--- config.mk ---
export PLATFORM = sky130hd
export DESIGN_NAME = seg7_scan_driver
export DESIGN_NICKNAME = d
export VERILOG_FILES = /design/src/rtl/seg7_pkg.sv /design/src/rtl/seg7_decode.sv /design/src/rtl/seg7_scan_driver.sv
export SDC_FILE = /design/constraint.sdc
export NUM_CORES = 1
export LEC_CHECK = 0
export CELL_PAD_IN_SITES_DETAIL_PLACEMENT = 1
export CELL_PAD_IN_SITES_GLOBAL_PLACEMENT = 1
export CORE_ASPECT_RATIO = 1.25
export CORE_MARGIN = 3
export CORE_UTILIZATION = 40
export CTS_CLUSTER_DIAMETER = 150
export CTS_CLUSTER_SIZE = 12
export DETAILED_ROUTE_END_ITERATION = 6
export PLACE_DENSITY = 0.72
export SETUP_SLACK_MARGIN = 0.1
export SYNTH_ARGS = -nofsm -noshare
export SYNTH_HDL_FRONTEND = slang
export SYNTH_SLANG_ARGS = --single-unit
--- constraint.sdc ---
create_clock -name clk -period 2.1 [get_ports clk]
set_input_delay 0.21 -clock clk [delete_from_list [all_inputs] [get_ports clk]]
set_output_delay 0.21 -clock clk [all_outputs]
set_load 0.03 [all_outputs]
--- src/rtl/seg7_pkg.sv ---
// Shared 7-segment constants and decode function for display blocks.
package seg7_pkg;

  localparam int unsigned SEG_W = 7;

  typedef logic [SEG_W-1:0] seg_pat_t;

  // Active-high patterns, bit order {a,b,c,d,e,f,g}
  localparam seg_pat_t SEG_BLANK = 7'b000_0000;
  localparam seg_pat_t SEG_PAT_0 = 7'b111_1110;
  localparam seg_pat_t SEG_PAT_1 = 7'b011_0000;
  localparam seg_pat_t SEG_PAT_2 = 7'b110_1101;
  localparam seg_pat_t SEG_PAT_3 = 7'b111_1001;
  localparam seg_pat_t SEG_PAT_4 = 7'b011_0011;
  localparam seg_pat_t SEG_PAT_5 = 7'b101_1011;
  localparam seg_pat_t SEG_PAT_6 = 7'b101_1111;
  localparam seg_pat_t SEG_PAT_7 = 7'b111_0000;
  localparam seg_pat_t SEG_PAT_8 = 7'b111_1111;
  localparam seg_pat_t SEG_PAT_9 = 7'b111_1011;
  localparam seg_pat_t SEG_PAT_A = 7'b111_0111;
  localparam seg_pat_t SEG_PAT_B = 7'b001_1111;
  localparam seg_pat_t SEG_PAT_C = 7'b100_1110;
  localparam seg_pat_t SEG_PAT_D = 7'b011_1101;
  localparam seg_pat_t SEG_PAT_E = 7'b100_1111;
  localparam seg_pat_t SEG_PAT_F = 7'b100_0111;

  // Code to active-high pattern; codes 10-15 are blank unless hex_mode
  function automatic seg_pat_t seg7_decode_fn(input logic [3:0] code, input logic hex_mode);
    seg_pat_t pat;
    pat = SEG_BLANK;
    case (code)
      4'd0:  pat = SEG_PAT_0;
      4'd1:  pat = SEG_PAT_1;
      4'd2:  pat = SEG_PAT_2;
      4'd3:  pat = SEG_PAT_3;
      4'd4:  pat = SEG_PAT_4;
      4'd5:  pat = SEG_PAT_5;
      4'd6:  pat = SEG_PAT_6;
      4'd7:  pat = SEG_PAT_7;
      4'd8:  pat = SEG_PAT_8;
      4'd9:  pat = SEG_PAT_9;
      4'd10: pat = hex_mode ? SEG_PAT_A : SEG_BLANK;
      4'd11: pat = hex_mode ? SEG_PAT_B : SEG_BLANK;
      4'd12: pat = hex_mode ? SEG_PAT_C : SEG_BLANK;
      4'd13: pat = hex_mode ? SEG_PAT_D : SEG_BLANK;
      4'd14: pat = hex_mode ? SEG_PAT_E : SEG_BLANK;
      4'd15: pat = hex_mode ? SEG_PAT_F : SEG_BLANK;
      default: pat = SEG_BLANK;
    endcase
    return pat;
  endfunction

endpackage

--- src/rtl/seg7_decode.sv ---
// Combinational digit code to active-high 7-segment pattern.
module seg7_decode
  import seg7_pkg::*;
(
  input  logic [3:0]       code,
  input  logic             hex_mode,
  output logic [SEG_W-1:0] pattern_c
);

  // Table lookup through the shared decode function
  always_comb begin
    pattern_c = seg7_decode_fn(code, hex_mode);
  end

endmodule

--- src/rtl/seg7_scan_driver.sv ---
// Multiplexed common-anode 7-segment scanner with frame-latched inputs,
// hex decode, decimal points, blinking and leading-zero blanking.
module seg7_scan_driver
  import seg7_pkg::*;
#(
  parameter int unsigned NUM_DIGITS      = 4,
  parameter int unsigned TICKS_PER_DIGIT = 100000,
  parameter int unsigned BLINK_FRAMES    = 32,
  parameter int unsigned HEX_MODE        = 0,
  parameter int unsigned SEG_ACTIVE_LOW  = 1,
  parameter int unsigned AN_ACTIVE_LOW   = 0
) (
  input  logic                    clk,
  input  logic                    rst,
  input  logic [4*NUM_DIGITS-1:0] bcd,
  input  logic [NUM_DIGITS-1:0]   dp_in,
  input  logic [NUM_DIGITS-1:0]   blink_en,
  input  logic                    blank_lz,
  input  logic                    enable,
  output logic [SEG_W-1:0]        seg,
  output logic                    dp,
  output logic [NUM_DIGITS-1:0]   an,
  output logic                    frame_start
);

  localparam int unsigned BW = 4 * NUM_DIGITS;
  localparam int unsigned PW = (TICKS_PER_DIGIT > 1) ? $clog2(TICKS_PER_DIGIT) : 1;
  localparam int unsigned IW = (NUM_DIGITS > 1) ? $clog2(NUM_DIGITS) : 1;
  localparam int unsigned FW = (BLINK_FRAMES > 1) ? $clog2(BLINK_FRAMES) : 1;

  localparam logic HEX_EN  = (HEX_MODE != 0);
  localparam logic SEG_INV = (SEG_ACTIVE_LOW != 0);
  localparam logic AN_INV  = (AN_ACTIVE_LOW != 0);

  localparam logic [SEG_W-1:0]      SEG_OFF = {SEG_W{SEG_INV}};
  localparam logic [NUM_DIGITS-1:0] AN_OFF  = {NUM_DIGITS{AN_INV}};

  logic [PW-1:0]         presc_q, presc_d;
  logic [IW-1:0]         idx_q, idx_d;
  logic [FW-1:0]         frame_cnt_q, frame_cnt_d;
  logic                  blink_phase_q, blink_phase_d;
  logic                  load_pend_q, load_pend_d;
  logic                  wrap_q, wrap_d;
  logic [BW-1:0]         bcd_sh_q, bcd_sh_d;
  logic [NUM_DIGITS-1:0] dp_sh_q, dp_sh_d;
  logic [NUM_DIGITS-1:0] blink_sh_q, blink_sh_d;
  logic                  lz_sh_q, lz_sh_d;
  logic [SEG_W-1:0]      seg_q, seg_d;
  logic                  dp_q, dp_d;
  logic [NUM_DIGITS-1:0] an_q, an_d;
  logic                  fs_q, fs_d;

  logic                  tick_c, last_c, wrap_c, frame_last_c, load_c;
  logic [BW-1:0]         src_bcd_c;
  logic [NUM_DIGITS-1:0] src_dp_c, src_blink_c;
  logic                  src_lz_c;
  logic [3:0]            code_c;
  logic                  dp_bit_c, blink_bit_c, nz_seen_c;
  logic                  lz_blank_c, blink_blank_c;
  logic [NUM_DIGITS-1:0] an_sel_c;
  logic [SEG_W-1:0]      pat_c, pat_on_c;
  logic                  dp_on_c;

  // Prescaler, digit index, frame counter and shadow loading
  always_comb begin
    presc_d       = presc_q + PW'(1);
    idx_d         = idx_q;
    frame_cnt_d   = frame_cnt_q;
    blink_phase_d = blink_phase_q;
    load_pend_d   = 1'b0;
    bcd_sh_d      = bcd_sh_q;
    dp_sh_d       = dp_sh_q;
    blink_sh_d    = blink_sh_q;
    lz_sh_d       = lz_sh_q;

    tick_c       = (presc_q == PW'(TICKS_PER_DIGIT - 1));
    last_c       = (idx_q == IW'(NUM_DIGITS - 1));
    wrap_c       = tick_c && last_c;
    frame_last_c = (frame_cnt_q == FW'(BLINK_FRAMES - 1));
    load_c       = wrap_c || load_pend_q;
    wrap_d       = wrap_c;

    if (tick_c) begin
      presc_d = '0;
      idx_d   = last_c ? '0 : idx_q + IW'(1);
    end

    if (wrap_c) begin
      frame_cnt_d = frame_last_c ? '0 : frame_cnt_q + FW'(1);
      if (frame_last_c) begin
        blink_phase_d = ~blink_phase_q;
      end
    end

    if (load_c) begin
      bcd_sh_d   = bcd;
      dp_sh_d    = dp_in;
      blink_sh_d = blink_en;
      lz_sh_d    = blank_lz;
    end
  end

  // The first edge after reset displays the live inputs it is latching,
  // so the opening dwell of digit 0 is not shown from cleared shadows
  always_comb begin
    src_bcd_c   = load_pend_q ? bcd      : bcd_sh_q;
    src_dp_c    = load_pend_q ? dp_in    : dp_sh_q;
    src_blink_c = load_pend_q ? blink_en : blink_sh_q;
    src_lz_c    = load_pend_q ? blank_lz : lz_sh_q;
  end

  // Select the current digit and detect leading zeros up to it
  always_comb begin
    code_c      = 4'd0;
    dp_bit_c    = 1'b0;
    blink_bit_c = 1'b0;
    nz_seen_c   = 1'b0;
    an_sel_c    = '0;
    for (int unsigned i = 0; i < NUM_DIGITS; i++) begin
      if (IW'(i) == idx_q) begin
        code_c      = src_bcd_c[4*(NUM_DIGITS-1-i) +: 4];
        dp_bit_c    = src_dp_c[NUM_DIGITS-1-i];
        blink_bit_c = src_blink_c[NUM_DIGITS-1-i];
        an_sel_c[NUM_DIGITS-1-i] = 1'b1;
      end
      if ((IW'(i) <= idx_q) && (src_bcd_c[4*(NUM_DIGITS-1-i) +: 4] != 4'd0)) begin
        nz_seen_c = 1'b1;
      end
    end
    lz_blank_c    = src_lz_c && !last_c && !nz_seen_c;
    blink_blank_c = blink_bit_c && blink_phase_q;
  end

  seg7_decode u_decode (
    .code      (code_c),
    .hex_mode  (HEX_EN),
    .pattern_c (pat_c)
  );

  // Blanking, enable and pin polarity feeding the output registers
  always_comb begin
    pat_on_c = (blink_blank_c || lz_blank_c) ? SEG_BLANK : pat_c;
    dp_on_c  = blink_blank_c ? 1'b0 : dp_bit_c;
    seg_d    = pat_on_c ^ {SEG_W{SEG_INV}};
    dp_d     = dp_on_c ^ SEG_INV;
    an_d     = enable ? (an_sel_c ^ {NUM_DIGITS{AN_INV}}) : AN_OFF;
    fs_d     = wrap_q;
  end

  // State and output registers
  always_ff @(posedge clk or posedge rst) begin
    if (rst) begin
      presc_q       <= '0;
      idx_q         <= '0;
      frame_cnt_q   <= '0;
      blink_phase_q <= 1'b0;
      load_pend_q   <= 1'b1;
      wrap_q        <= 1'b0;
      bcd_sh_q      <= '0;
      dp_sh_q       <= '0;
      blink_sh_q    <= '0;
      lz_sh_q       <= 1'b0;
      seg_q         <= SEG_OFF;
      dp_q          <= SEG_INV;
      an_q          <= AN_OFF;
      fs_q          <= 1'b0;
    end else begin
      presc_q       <= presc_d;
      idx_q         <= idx_d;
      frame_cnt_q   <= frame_cnt_d;
      blink_phase_q <= blink_phase_d;
      load_pend_q   <= load_pend_d;
      wrap_q        <= wrap_d;
      bcd_sh_q      <= bcd_sh_d;
      dp_sh_q       <= dp_sh_d;
      blink_sh_q    <= blink_sh_d;
      lz_sh_q       <= lz_sh_d;
      seg_q         <= seg_d;
      dp_q          <= dp_d;
      an_q          <= an_d;
      fs_q          <= fs_d;
    end
  end

  assign seg         = seg_q;
  assign dp          = dp_q;
  assign an          = an_q;
  assign frame_start = fs_q;

endmodule
# Word level (Yosys, flattened, before mapping)
# Index checks and enable logic that the tools add are counted.
[totals] reg_bits=65 output_inout_bits=13
[classes] add_sub_neg=3 n_lt_le_gt_ge=4 n_eq_ne=21 n_mux=31 bitwise_logic=3 reduce_logical=20
[ops] op="7-bit case mux with 11 select lines" n=1
[ops] op="4-bit == test, second input constant" n=8
[ops] op="4-bit 2-to-1 mux" n=7
[ops] op="1-bit 2-to-1 mux" n=18
[ops] op="17-bit by 1-bit adder with 17-bit output, second input constant" n=1
[ops] op="17-bit == test, second input constant" n=1
[ops] op="17-bit 2-to-1 mux" n=1
[ops] op="4-bit by 3-bit == test with 1-bit output, second input constant" n=4
[ops] op="16-bit 2-to-1 mux" n=1
[ops] op="4-bit nonzero test" n=4
[ops] op="4-bit by 2-bit == test with 1-bit output, second input constant" n=2
[ops] op="1-bit logical AND" n=8
[ops] op="7-bit 2-to-1 mux" n=1
[ops] op="7-bit inverter" n=1
[ops] op="6-bit OR reduction" n=1
[ops] op="5-bit by 1-bit adder with 5-bit output, second input constant" n=1
[ops] op="5-bit == test, second input constant" n=1
[ops] op="5-bit 2-to-1 mux" n=1
[ops] op="2-bit == test, first input constant" n=2
[ops] op="4-bit by 1-bit == test with 1-bit output, second input constant" n=1
[ops] op="1-bit by 2-bit less-or-equal comparator with 1-bit output, first input constant" n=2
[ops] op="2-bit less-or-equal comparator, first input constant" n=2
[ops] op="4-bit logical NOT" n=1
[ops] op="2-bit by 1-bit adder with 2-bit output, second input constant" n=1
[ops] op="other kinds (8)" n=11

# Depth between registers and ports, before layout
# Gate-level depths: netlist of the first run.
[logic_depth] depth_word=12 ltp_mapped=9 mapped_depth_nobuf=8

# Cells and area by module
# A second synthesis of the first run with hierarchy kept.
[unflattened] cells_unflattened=317 hier_area_um2=3583.4
[modules_own_cells] module="seg7_scan_driver" n_inst=1 cells_each=275 area_per_inst_um2=3296.9
[modules_own_cells] module="seg7_decode" n_inst=1 cells_each=42 area_per_inst_um2=286.5

# Worst setup path before layout of the first run
# Ideal clock, no wire load.
[synth_path] kind="register to register" from="register presc_q[12]" to="register bcd_sh_q[0]" setup_ns=0.125 arrival_time_ns=2.019 path_slack_ns=-0.044 path_stages_with_launch=8 synth_period_minus_slack_ns=2.144 cell_sequence="dfrtp_1 or4b_4 nor4_4 nand2_2 clkinv_2 nor2_4 buf_6 mux2_4"
[synth_via] elab_chain_cells=3
[synth_rtl] element="start, declared" line="seg7_scan_driver.sv:38" rtl="logic [PW-1:0] presc_q, presc_d;"
[synth_rtl] element="start signal, assigned" line="seg7_scan_driver.sv:168" rtl="presc_q <= presc_d;"
[synth_rtl] element="17-bit == test" line="seg7_scan_driver.sv:76" rtl="tick_c = (presc_q == PW'(TICKS_PER_DIGIT - 1));"
[synth_rtl] element="1-bit logical AND" line="seg7_scan_driver.sv:78" rtl="wrap_c = tick_c && last_c;"
[synth_rtl] element="via wrap_c" line="seg7_scan_driver.sv:53" rtl="logic tick_c, last_c, wrap_c, frame_last_c, load_c;"
[synth_rtl] element="1-bit logical OR" line="seg7_scan_driver.sv:80" rtl="load_c = wrap_c || load_pend_q;"
[synth_rtl] element="end signal, assigned" line="seg7_scan_driver.sv:174" rtl="bcd_sh_q <= bcd_sh_d;"
[synth_rtl] element="end, declared" line="seg7_scan_driver.sv:44" rtl="logic [BW-1:0] bcd_sh_q, bcd_sh_d;"
# The timed path passes the listed nets, and every way through them passes these cells.
# A chain may end at the register's enable or synchronous reset.

# Final worst setup path of the first run
[layout_path] from="register presc_q[1]" to="register bcd_sh_q[7]"
# The elaborated chain is that of the path after synthesis.

==> flow_summary.json, run 1 <==
{
  "outcome": "complete, no violations",
  "cp-start-kind": "flip-flop",
  "ant_nets": 0,
  "vias": 2419,
  "critPathRequiredTime_ns": 2.33,
  "cts_buffers": 9,
  "place_ws_ns": -0.0313,
  "ctsHoldBuffers": 0,
  "synth-edff-count": 0,
  "syn_avg_cell_area_um2": 11.9,
  "wl_met1_mm": 3.23,
  "slowest_stage": "dfrtp_1",
  "critPathTopFamily": "simple AND/OR/NAND/NOR gates",
  "cpPeakStageDelay_ns": 0.37,
  "dieWidth_um": 87.3,
  "placed_area_um2": 4070,
  "synth_simple_gate_area_share": 0.135,
  "grt_use_total": 0.176,
  "dp_hpwl_mm": 5.50,
  "synth_top_family_by_area": "multiplexers",
  "drc": 0,
  "worstHoldPathType": "primary input to async pin",
  "grt-ovfl-total": 0,
  "met2_length_mm": 4.22,
  "cts_tree": "yes",
  "syn-cell-area_um2": 3300,
  "vdd_drop_max_v": 0.000405,
  "antenna_found_initial": 0,
  "grt_pass1_wl_mm": 12.7,
  "syn_inst": 278,
  "finalSetupViolations": 0,
  "setup_ws_ns": 0.0954,
  "dieArea_um2": 9380,
  "vias_per_cell": 5.21,
  "cp_cell_sequence": "ha_2 > and4_4 > nand2_4 > nor4_4 > nand2_2 > clkinv_4 > nor2_4 > buf_12 > mux2_4",
  "portBuffers": 40,
  "postLayoutCoreUtil": 0.563,
  "synth_nets": 314,
  "fin_area_um2": 4460,
  "cts_root_buffer": "clkbuf_8",
  "dr_wl_met3_um": 265,
  "path_buf_inv": 2,
  "leakagePower_nw": 2.03,
  "htreeDepth": 3,
  "dr.max_layer_used": "met4",
  "gp_congestion": 0.743,
  "start_util": 0.416,
  "setup-tns-final_ns": 0,
  "synth.cells.most_frequent": "dfrtp_1, mux2i_1, nor2_1",
  "ff_latch_area_um2": 1640,
  "cts.sink_count": 65,
  "ys_seq_area_frac": 0.496,
  "diodes": 0,
  "synth-async-reset-ratio": 1.00,
  "clkTransAtPathRegs_ns": 0.07,
  "first_pass_iters": 4,
  "netlist.area_leader.share": 0.425,
  "synthAdderAreaFrac": 0.0303,
  "boundaryPins": 41,
  "ys_ff_latch": 65,
  "power.density_nw_per_um2": 659,
  "synth_cell_type_count": 50,
  "synthXorXnorAreaFrac": 0.0451,
  "yosysMostFrequentCell": "dfrtp_1",
  "synth_compound_area_frac": 0.0800,
  "worst_setup_path_end_kind": "flip-flop",
  "critPathArrivalTime_ns": 2.23,
  "cap_violations": 0,
  "synth_ff_type": "dfrtp_1",
  "drive_above_1_share": 0.341,
  "finalClockSkew_ns": 0.0152,
  "grt_max_degree": 51,
  "fmax_ghz": 0.499,
  "num-nets-final": 400,
  "drt-total-wl_mm": 7.85,
  "worstSetupPathType": "flip-flop to flip-flop",
  "grt_pass1_vias": 2696,
  "period_needed_ns": 2.00,
  "yosysTopAreaCell": "dfrtp_1",
  "wl_per_cell_um": 16.9,
  "rsz0062_at_grt": "true",
  "synthToLayoutAreaGrowth_pct": 35.2,
  "netlist_top_cells_area": "dfrtp_1, mux2_4, dfstp_2",
  "startpoint": "presc_q[1]$_DFF_PP0_",
  "drt_iter0_drc": 103,
  "path_max_fanout": 9,
  "hold_viol_final": 0,
  "multi_input_area_um2": 1680,
  "num_rows": 36,
  "insertion_delay_ns": 0.35,
  "synthMuxAreaShare": 0.188,
  "core-area_um2": 7930,
  "worstReg2RegStart": "presc_q[1]$_DFF_PP0_",
  "fill_cells": 838,
  "slew_violations": 0,
  "die-height_um": 108,
  "timing.hold.ws_ns": 0.152,
  "yosysWarnings": 0,
  "cts_buffer_depth": 2,
  "min_period_over_period": 0.955
}
per-stage QoR:
step	total power [mW]	instances
3_3_place_gp	1.88	435
4_1_cts	2.95	459
2_1_floorplan	1.69	278
5_1_grt	3.08	464
6_report	2.94	464
3_5_place_dp	1.89	435
registers in the layout, summed over array words and instances (netlist names), 2 cells and up:
signal,count
blink_sh_q,4
frame_cnt_q,5
idx_q,2
an,4
presc_q,17
bcd_sh_q,16
seg,7
dp_sh_q,4
cell families (layout without fill, tap and decap cells):
| logic type | count (synthesis) | after routing |
|---|---|---|
| compound gates | 39 | 39 |
| xor+xnor | 17 | 17 |
| fa+ha+maj | 8 | 8 |
| buf+inv | 16 | 107 |
| flops | 65 | 65 |
| mux | 51 | 51 |
| other cells | 1 | 1 |
| simple gates | 81 | 81 |
layout by cell type (no fill, tap or decap), types with 4 or more instances in the layout:
| cell type | instances |
|---|---|
| ha_1 | 4 |
| o21ai_1 | 4 |
| and3_1 | 7 |
| buf_6 | 4 |
| xor2_1 | 6 |
| nor2_1 | 22 |
| o21ai_0 | 6 |
| nand2_1 | 13 |
| clkbuf_8 | 9 |
| xnor2_1 | 10 |
| dfrtp_1 | 54 |
| nand3_1 | 8 |
| mux2_4 | 20 |
| buf_4 | 36 |
| nand4_1 | 4 |
| o22ai_1 | 4 |
| and2_1 | 4 |
| clkdlybuf4s50_1 | 40 |
| mux2_2 | 8 |
| dfstp_2 | 8 |
| mux2i_1 | 22 |
worst paths after layout:
kind	to	slack (ns)	depth (start not counted)
setup / recovery	bcd_sh_q[7]$_DFFE_PP0P_	0.1	9
hold / removal	bcd_sh_q[9]$_DFFE_PP0P_	0.15	2
setup reg to reg	bcd_sh_q[7]$_DFFE_PP0P_	0.1	9
hold reg to reg	frame_start$_DFF_PP0_	0.35	0
max in group asynchronous	dp$_DFF_PP1_	1.34	3
min in group clk	frame_start$_DFF_PP0_	0.35	0
layout make-up:
class                   count  share of cell area
inverters                   7             0.00701
clock buffers              11              0.0294
flip-flops and latches     65               0.368
clock inverters             5              0.0126
repair buffers             84               0.179
multi-input cells         197               0.377
well taps                  95              0.0266
metal layers:
layer	vias to the layer above	GRT usage
met5	-	0
met3	12	0.0429
li1	1167	-
met4	0	0.0713
met2	35	0.313
met1	1205	0.196
where the power goes:
group	switching (mW)	internal, mW	leakage (nW)
registers	0.0438	1.35	0.800
logic	0.234	0.283	1.13
clock network	0.489	0.547	0.0933
total	0.767	2.18	2.03
what timing repair did:
action,in CTS,in global routing
resized for setup,15,11
gates cloned,0,2
endpoints found under the setup margin,30,32
pin swaps,4,8
setup buffers,8,3
(Power assumes the default switching activity.)
==> run 2, diff against run 1 <==
--- a/config.mk
+++ b/config.mk
@@ -7,7 +7,7 @@
 export LEC_CHECK = 0
 export CELL_PAD_IN_SITES_DETAIL_PLACEMENT = 1
 export CELL_PAD_IN_SITES_GLOBAL_PLACEMENT = 1
-export CORE_ASPECT_RATIO = 1.25
+export CORE_ASPECT_RATIO = 0.5
 export CORE_MARGIN = 3
 export CORE_UTILIZATION = 40
 export CTS_CLUSTER_DIAMETER = 150
==> constraint.sdc (replaced) <==
create_clock -name clk -period 2.1 [get_ports clk]
set_input_delay 0.21 -clock clk [delete_from_list [all_inputs] [get_ports clk]]
set_output_delay 0.21 -clock clk [all_outputs]
set_load 0.01 [all_outputs]
==> run 2 against run 1 <==
Compared with the run above: first-iteration DRC count rose by 43%; wire length rose by 16%; sequential power barely moved; clock-buffer cell count rose by 1; worst hold slack improved by 0.099 ns; clock skew fell by 0.011 ns; largest power group is now the clock network.
==> flow_summary.json, run 2 (synthesized netlist as in run 1, its figures left out) <==
{
  "outcome": "complete, no violations",
  "dieArea_um2": 9440,
  "postLayoutCoreUtil": 0.605,
  "grt_max_degree": 66,
  "finalSetupViolations": 0,
  "met2_usage": 0.359,
  "dieWidth_um": 134,
  "ant_nets": 0,
  "num-nets-final": 399,
  "worstSetupPathType": "flip-flop to flip-flop",
  "drive_above_1_share": 0.357,
  "min_period_over_period": 0.981,
  "critPathRequiredTime_ns": 2.37,
  "insertion_delay_ns": 0.33,
  "cts_buffers": 9,
  "vias": 2540,
  "portBuffers": 40,
  "layout_commonest_cell": "dfrtp_1",
  "die-height_um": 70.2,
  "cap_violations": 0,
  "critPathArrivalTime_ns": 2.33,
  "grt_use_total": 0.195,
  "vdd_drop_max_v": 0.000437,
  "cts_tree": "yes",
  "timing.hold.ws_ns": 0.251,
  "use_met3": 0.0655,
  "r2r.worst_path.cells": 8,
  "grt_pass1_vias": 2811,
  "cp-start-kind": "flip-flop",
  "place_ws_ns": 0.0137,
  "wl_per_cell_um": 19.2,
  "core-area_um2": 7650,
  "start_util": 0.431,
  "cts.sink_count": 65,
  "drt-total-wl_mm": 9.10,
  "gp_congestion": 0.836,
  "diodes": 0,
  "boundaryPins": 41,
  "cts_root_buffer": "clkbuf_16",
  "worstReg2RegStart": "load_pend_q$_DFF_PP1_",
  "path_max_fanout": 9,
  "slew_violations": 0,
  "grt.met1_usage": 0.213,
  "ctsHoldBuffers": 0,
  "finalClockSkew_ns": 0.00384,
  "period_needed_ns": 2.06,
  "p_sw_frac": 0.232,
  "antenna_found_initial": 0,
  "worstHoldPathType": "primary input to async pin",
  "worst_setup_path_end_kind": "flip-flop",
  "final_cell_mix": "dfrtp_1, clkdlybuf4s50_1, buf_4",
  "rsz0062_at_grt": "true",
  "p_sw_mw": 0.787,
  "hold_viol_final": 0,
  "drc": 0,
  "first_pass_iters": 4,
  "drt_iter0_drc": 147,
  "num_rows": 22,
  "synthToLayoutAreaGrowth_pct": 40.2,
  "vias_per_cell": 5.35,
  "r2r_setup_slack_ns": 0.04,
  "htreeDepth": 3,
  "r2r-end": "seg[6]$_DFF_PP1_",
  "p_int_mw": 2.60,
  "leakagePower_nw": 2.08,
  "clkTransAtPathRegs_ns": 0.05,
  "cts_buffer_depth": 2,
  "largest_reg_flops": 17,
  "grt_pass1_wl_mm": 14.2,
  "fmax_ghz": 0.485,
  "power.density_nw_per_um2": 732,
  "busiest_layer": "met2",
  "grt-ovfl-total": 0,
  "power.share.clock": 0.443,
  "dp_hpwl_mm": 5.86,
  "regMostFlops": "presc_q",
  "p_comb_frac": 0.144,
  "p_seq_frac": 0.413,
  "setup_ws_ns": 0.0397,
  "finalPower_mw": 3.39
}
==> run 2: cell count changes in the layout (fill, tap and decap cells not counted), moves of 2 or more <==
| cell | change |
|---|---|
| clkbuf_16 | +9 |
| clkbuf_8 | -7 |
| buf_4 | -3 |
| mux2i_1 | -3 |
| mux2i_2 | +3 |
| o21ai_1 | -3 |
| o21ai_0 | +2 |
==> run 2: through the flow <==
step	setup TNS, ns	instances	cell area (µm²)
after floorplan	0	278	3360
after global placement	0	444	4050
after detailed placement	0	444	4050
after CTS	0	466	4460
after global routing	-0.0955	475	4630
final	0	475	4630
==> run 2: how the worst max path moves through the flow <==
stage / from / endpoint / slack [ns] / cells past startpoint
floorplan: presc_q[0]$_DFF_PP0_ / bcd_sh_q[0]$_DFFE_PP0P_ / 0.06 / 9
detailed placement: idx_q[0]$_DFFE_PP0N_ / seg[3]$_DFF_PP1_ / 0.01 / 6
global route: idx_q[1]$_DFFE_PP0N_ / seg[6]$_DFF_PP1_ / -0.05 / 10
CTS: load_pend_q$_DFF_PP1_ / seg[3]$_DFF_PP1_ / 0.08 / 7
finish: load_pend_q$_DFF_PP1_ / seg[6]$_DFF_PP1_ / 0.04 / 8
global placement: presc_q[1]$_DFF_PP0_ / lz_sh_q$_DFFE_PP0P_ / 0.10 / 9
==> run 2: cell type report <==
class | count | area (µm²)
inverters | 7 | 31.3
flip-flops and latches | 65 | 1640
fillers | 795 | 3030
well taps | 108 | 135
clock buffers | 12 | 256
clock inverters | 3 | 40.0
repair buffers | 83 | 813
multi-input cells | 197 | 1710
==> run 2: power groups by stage <==
stage,registers [mW],clock network (mW),logic [mW]
2_1_floorplan,1.41,0,0.234
3_3_place_gp,1.41,0,0.418
3_5_place_dp,1.41,0,0.436
4_1_cts,1.40,1.53,0.459
5_1_grt,1.41,1.60,0.520
6_report,1.40,1.50,0.487
==> run 2: critical path: stages, from the launching register on <==
cell and delay, ns:
dfstp_2 0.62, buf_12 0.16, buf_12 0.11, mux2i_2 0.07, a22oi_2 0.24, o31a_1 0.30, nand2_2 0.12, a32o_1 0.28
nand2_1 0.09
==> run 2: timing repair <==
action                                  CTS  global route
cloned                                    0             1
endpoints found under the setup margin   31            33
pin swaps                                 1             5
resized for setup                        12            20
buffers inserted                          7             8
==> run 2: layer usage <==
| metal | up-vias | share of wire |
|---|---|---|
| met3 | 13 | 0.036 |
| met1 | 1317 | 0.43 |
| met2 | 44 | 0.52 |
| met5 | - | 0 |
| met4 | 0 | 0.014 |
| li1 | 1166 | - |
